## src/rtl/amc_frame_ctrl.sv

```systemverilog
// rtl/amc_frame_ctrl.sv - frame sequencer: header parse, demod select, LSB-first byte packing
module amc_frame_ctrl #(
   parameter int DEMOD_LAT = 1,
   parameter int TIMEOUT   = 64
) (
   input  logic       clk,
   input  logic       rst_n,
   input  logic [4:0] i_in,
   input  logic [4:0] q_in,
   input  logic       sym_valid,
   output logic       sym_ready,
   output logic [4:0] dm_i,
   output logic [4:0] dm_q,
   output logic [1:0] sel,
   input  logic [3:0] bits_in,
   output logic [7:0] byte_out,
   output logic       byte_valid,
   input  logic       byte_ready,
   output logic       frame_done,
   output logic       frame_err
);

   typedef enum logic [2:0] {HDR, HDR_WAIT, PAY, PAY_WAIT, EMIT, DONE} state_t;

   localparam logic [1:0] LAT_INIT = 2'(DEMOD_LAT - 1);
   localparam logic [7:0] TO_LAST  = 8'(TIMEOUT - 1);

   state_t      state, state_nxt;
   logic        armed;        // low only for the first cycle after reset release
   logic [1:0]  lat_cnt;      // cycles left until bits_in is valid for the in-flight symbol
   logic [2:0]  hdr_cnt;      // header symbols captured so far
   logic [4:0]  hdr_sr;       // h0..h4, oldest in the MSB
   logic [4:0]  rem;          // payload symbols still to capture
   logic [11:0] acc;          // packed payload bits, LSB first
   logic [3:0]  cnt;          // valid bits in acc
   logic [7:0]  to_cnt;       // consecutive idle cycles mid-frame

   logic        accept, lat_done, idle, timeout_hit;
   logic [5:0]  hdr_next;
   logic [3:0]  mask, k;
   logic [11:0] acc_cap, acc_sh;
   logic [3:0]  cnt_cap, cnt_sh;
   logic [4:0]  rem_cap;

   assign dm_i       = i_in;
   assign dm_q       = q_in;
   assign sym_ready  = armed && (state == HDR || state == PAY);
   assign accept     = sym_valid && sym_ready;
   assign lat_done   = (lat_cnt == 2'd0);
   assign byte_valid = (state == EMIT);
   assign byte_out   = (state == EMIT) ? acc[7:0] : 8'd0;
   assign frame_done = (state == DONE);

   // Idle means a frame is open and no symbol is taken this cycle.
   assign idle        = ((state == HDR && hdr_cnt != 3'd0) || state == PAY) && !accept;
   assign timeout_hit = idle && (to_cnt == TO_LAST);

   assign hdr_next = {hdr_sr, bits_in[0]};
   assign k        = {2'b00, sel} + 4'd1;
   assign acc_cap  = acc | ({8'd0, bits_in & mask} << cnt);
   assign cnt_cap  = cnt + k;
   assign rem_cap  = rem - 5'd1;
   assign acc_sh   = {8'd0, acc[11:8]};
   assign cnt_sh   = (cnt >= 4'd8) ? cnt - 4'd8 : 4'd0;

   // Keep only the k low bits the selected modulation actually produces.
   always_comb begin
      mask = 4'b0001;
      case (sel)
         2'b00:   mask = 4'b0001;
         2'b01:   mask = 4'b0011;
         2'b10:   mask = 4'b0111;
         default: mask = 4'b1111;
      endcase
   end

   // State register.
   always_ff @(posedge clk or negedge rst_n) begin
      if (!rst_n) state <= HDR;
      else        state <= state_nxt;
   end

   // Next-state logic: symbol intake, capture decisions, emit and frame close.
   always_comb begin
      state_nxt = state;
      case (state)
         HDR: begin
            if (timeout_hit)  state_nxt = HDR;
            else if (accept)  state_nxt = HDR_WAIT;
         end
         HDR_WAIT: begin
            if (lat_done) state_nxt = (hdr_cnt == 3'd5) ? PAY : HDR;
         end
         PAY: begin
            if (timeout_hit)  state_nxt = HDR;
            else if (accept)  state_nxt = PAY_WAIT;
         end
         PAY_WAIT: begin
            if (lat_done) begin
               if (cnt_cap >= 4'd8)     state_nxt = EMIT;
               else if (rem_cap == 5'd0) state_nxt = (cnt_cap != 4'd0) ? EMIT : DONE;
               else                     state_nxt = PAY;
            end
         end
         EMIT: begin
            if (byte_ready) begin
               if (rem == 5'd0) state_nxt = (cnt_sh != 4'd0) ? EMIT : DONE;
               else             state_nxt = PAY;
            end
         end
         DONE:    state_nxt = HDR;
         default: state_nxt = HDR;
      endcase
   end

   // Datapath: latency wait, header shift, payload accumulate, byte drain, timeout.
   always_ff @(posedge clk or negedge rst_n) begin
      if (!rst_n) begin
         armed     <= 1'b0;
         lat_cnt   <= 2'd0;
         hdr_cnt   <= 3'd0;
         hdr_sr    <= 5'd0;
         rem       <= 5'd0;
         acc       <= 12'd0;
         cnt       <= 4'd0;
         to_cnt    <= 8'd0;
         sel       <= 2'b00;
         frame_err <= 1'b0;
      end else begin
         armed     <= 1'b1;
         frame_err <= timeout_hit;
         to_cnt    <= (idle && !timeout_hit) ? to_cnt + 8'd1 : 8'd0;
         if (timeout_hit) begin
            hdr_cnt <= 3'd0;
            rem     <= 5'd0;
            acc     <= 12'd0;
            cnt     <= 4'd0;
            sel     <= 2'b00;
         end else begin
            case (state)
               HDR, PAY: begin
                  if (accept) lat_cnt <= LAT_INIT;
               end
               HDR_WAIT: begin
                  if (!lat_done) begin
                     lat_cnt <= lat_cnt - 2'd1;
                  end else begin
                     hdr_sr <= hdr_next[4:0];
                     if (hdr_cnt == 3'd5) begin
                        hdr_cnt <= 3'd0;
                        sel     <= hdr_next[5:4];
                        rem     <= {1'b0, hdr_next[3:0]} + 5'd1;
                        acc     <= 12'd0;
                        cnt     <= 4'd0;
                     end else begin
                        hdr_cnt <= hdr_cnt + 3'd1;
                     end
                  end
               end
               PAY_WAIT: begin
                  if (!lat_done) begin
                     lat_cnt <= lat_cnt - 2'd1;
                  end else begin
                     acc <= acc_cap;
                     cnt <= cnt_cap;
                     rem <= rem_cap;
                  end
               end
               EMIT: begin
                  if (byte_ready) begin
                     acc <= acc_sh;
                     cnt <= cnt_sh;
                  end
               end
               DONE: begin
                  sel <= 2'b00;
                  acc <= 12'd0;
                  cnt <= 4'd0;
               end
               default: ;
            endcase
         end
      end
   end

endmodule
```

## config.mk

```make
export PLATFORM = sky130hd
export DESIGN_NAME = amc_frame_ctrl
export DESIGN_NICKNAME = d
export VERILOG_FILES = /design/src/rtl/amc_frame_ctrl.sv
export SDC_FILE = /design/constraint.sdc
export NUM_CORES = 1
export LEC_CHECK = 0
export CAP_MARGIN = 20
export CORE_MARGIN = 8
export CORE_UTILIZATION = 40
export DETAILED_ROUTE_END_ITERATION = 12
export PLACE_DENSITY_LB_ADDON = 0.12
export RECOVER_POWER = 50
export SYNTH_ARGS = -nofsm -noshare
export SYNTH_HDL_FRONTEND = slang
export SYNTH_SLANG_ARGS = --single-unit
```

## constraint.sdc

```tcl
create_clock -name clk -period 2.1 [get_ports clk]
set_input_delay 0.42 -clock clk [delete_from_list [all_inputs] [get_ports clk]]
set_output_delay 0.42 -clock clk [all_outputs]
set_load 0.1 [all_outputs]
```

==> out/metrics.yaml <==
io_pins: 42
rows: 31
peakVddDrop_mv: 0.878
criticalPathCategory: "flip-flop to flip-flop"
cp-end-kind: "flip-flop"
holdBufCountCts: 0
finalPower_mw: 4.22
syn-num-nets: 343
antenna_found_initial: 0
rsz0062_at_grt: "true"
tritoncts: "done"
critPathSlowestCell: "or4_4"
clk_pin_slew_ns: 0.09
vias: 2502
htreeDepth: 2
power_density_nw_per_um2: 1110
cp_max_fo: 5
synth_edf_count: 0
topRoutingLayerUsed: "met4"
fp.dieArea_um2: 10200
cts_root_buf: "clkbuf_8"
placed_area_um2: 3590
synth_cell_types: 64
hp-class: "primary input to async pin"
clock_skew_ns: 0.0112
clock_latency_ns: 0.30
drc: 0
synth_common_cells: "dfrtp_1, nor2_1, nand2_1"
gp_congestion: 0.883
dp_slack_ns: -0.533
slowest_delay_ns: 0.49
synth_top_area_cell: "dfrtp_1"
synthFlopType: "dfrtp_1"
crit_arrival_ns: 2.35
routedWlPerCell_um: 15.9
track_usage_pct: 15.4
drtIter0Drc: 120
fin_crit_ns: 2.15
grt_max_degree: 19
grt_pass1_wl_um: 12500
synth_area_leaders: "dfrtp_1, nor2_1, mux2_2, ha_1, nand2_1"
finalSetupViolCount: 7
syn_area_um2: 2880
met2WireLength_um: 3420
fin_setup_tns_ns: -0.0880
synth.most_common_cell: "dfrtp_1"
critical_path_required_ns: 2.30
numCtsBuffers: 5
dr_wl_met3_um: 272
slew_viol_final: 0
layout.nets: 397
cts_num_sinks: 46
num_antenna_cells: 0
fin_crit_sh_pct: 102
p_leak_nw: 1.67
path_cells: "ha_4 > or3b_4 > or4_4 > a22oi_4 > nand2_2 > a211o_1"
critPathBufInv: 0
grt_overflow_total: 0
outcome: "complete, but fails checks"
fin_ws_ns: -0.0481
synthArstFlopShare_pct: 100
finalHoldViolations: 0
design_area_um2: 3790
clockBufferDepth: 2
synth_warnings: 0
grt_pass1_vias: 2458
drtAntennaViolNets: 0
seq_area_frac_synth_pct: 40.0
path_delay_family: "simple AND/OR/NAND/NOR gates"
port_buffers: 21
die_h_um: 101
dp_cells: 459
syn_avg_cell_area_um2: 9.08
hold_slack_ns: 0.201
wl_met1_um: 3730
fmax_ghz: 0.466
core_um2: 7100
final_cells: 471
drive_gt1_share_pct: 30.9
die-width_um: 101
routed_wl_um: 7490
initial_core_util_pct: 40.6
cap_violations: 0
dp_hpwl_um: 5600
ys_seq_elements: 46
syn_inst: 317
worst_pin_slew_ns: 0.874
cp-start-kind: "flip-flop"
fin_util_pct: 53.4
via_per_inst: 5.31
synth_top_area_share_pct: 40.0
violations: "setup timing"
area_delta_synth_final_pct: 31.7
firstDrtPassIters: 4
max_slew_margin_pct: 41.8
## cell type report
cell class              instances  area (µm²)
inverters                      15        56.3
clock inverters                 2        37.5
multi-input cells             229        1610
fillers                       671        3310
repair buffers                 74         738
flip-flops and latches         46        1160
clock buffers                   6        72.6
well taps                      99         124
## flip-flops by register name, indices dropped and copies added (netlist names), 3 cells and up
register  flops
acc          12
to_cnt        8
hdr_sr        5
rem           5
cnt           4
hdr_cnt       3
state         3
## worst register-to-register path: cells and delay by family, from the launching register on
kind,cells,cell delay (ns)
AND/OR/NAND/NOR,3,0.95
adder cells (fa/ha/maj),1,0.15
AO/OA/AOI/OAI,2,0.54
flip-flops,1,0.40
## worst paths after layout
path	endpoint	slack, ns	depth (start not counted)	start
worst max-delay path	cnt[2]$_DFFE_PN0P_	-0.05	6	to_cnt[1]$_DFF_PN0_
worst max register to register	cnt[2]$_DFFE_PN0P_	-0.05	6	to_cnt[1]$_DFF_PN0_
min in group clk	acc[2]$_DFFE_PN0P_	0.50	2	acc[2]$_DFFE_PN0P_
worst min-delay path	to_cnt[0]$_DFF_PN0_	0.20	1	rst_n
worst min register to register	acc[2]$_DFFE_PN0P_	0.50	2	acc[2]$_DFFE_PN0P_
max in group asynchronous	acc[7]$_DFFE_PN0P_	0.79	3	rst_n
## routing by layer
layer / up-vias / track usage [%]
met3: 7 / 2.83
met2: 34 / 24.0
li1: 1239 / -
met1: 1222 / 20.9
met4: 0 / 4.65
met5: - / 0
## power breakdown
group / internal (mW) / switching (mW)
sequential: 1.11 / 0.226
clock: 0.356 / 0.321
combinational: 0.989 / 1.22
## timing repair
action,CTS,global route
pin swaps,3,4
buffers inserted,0,3
resized for setup,9,6
setup endpoints to repair,32,31
cloned,0,1
## cells in the final DEF, fill, tap and decap left out, types with 7 or more instances in the layout
| master | instances |
|---|---|
| nand2b_1 | 7 |
| o21ai_0 | 13 |
| inv_1 | 14 |
| nor2_1 | 31 |
| buf_4 | 49 |
| a21oi_1 | 11 |
| xor2_1 | 7 |
| mux2_2 | 8 |
| buf_12 | 12 |
| dfrtp_1 | 42 |
| nand3_1 | 8 |
| o22ai_1 | 7 |
| nand2_1 | 21 |
| and2_4 | 8 |
## cells by family after synthesis
group,after synthesis,share of synthesized area [%]
compound gates,81,20.2
xor+xnor,11,3.35
fa+ha+maj,8,3.74
buf+inv,42,7.13
flops,46,40.0
mux,13,4.87
other cells,1,0.130
simple gates,115,20.6
No activity file was read; power rests on OpenSTA's default activity.
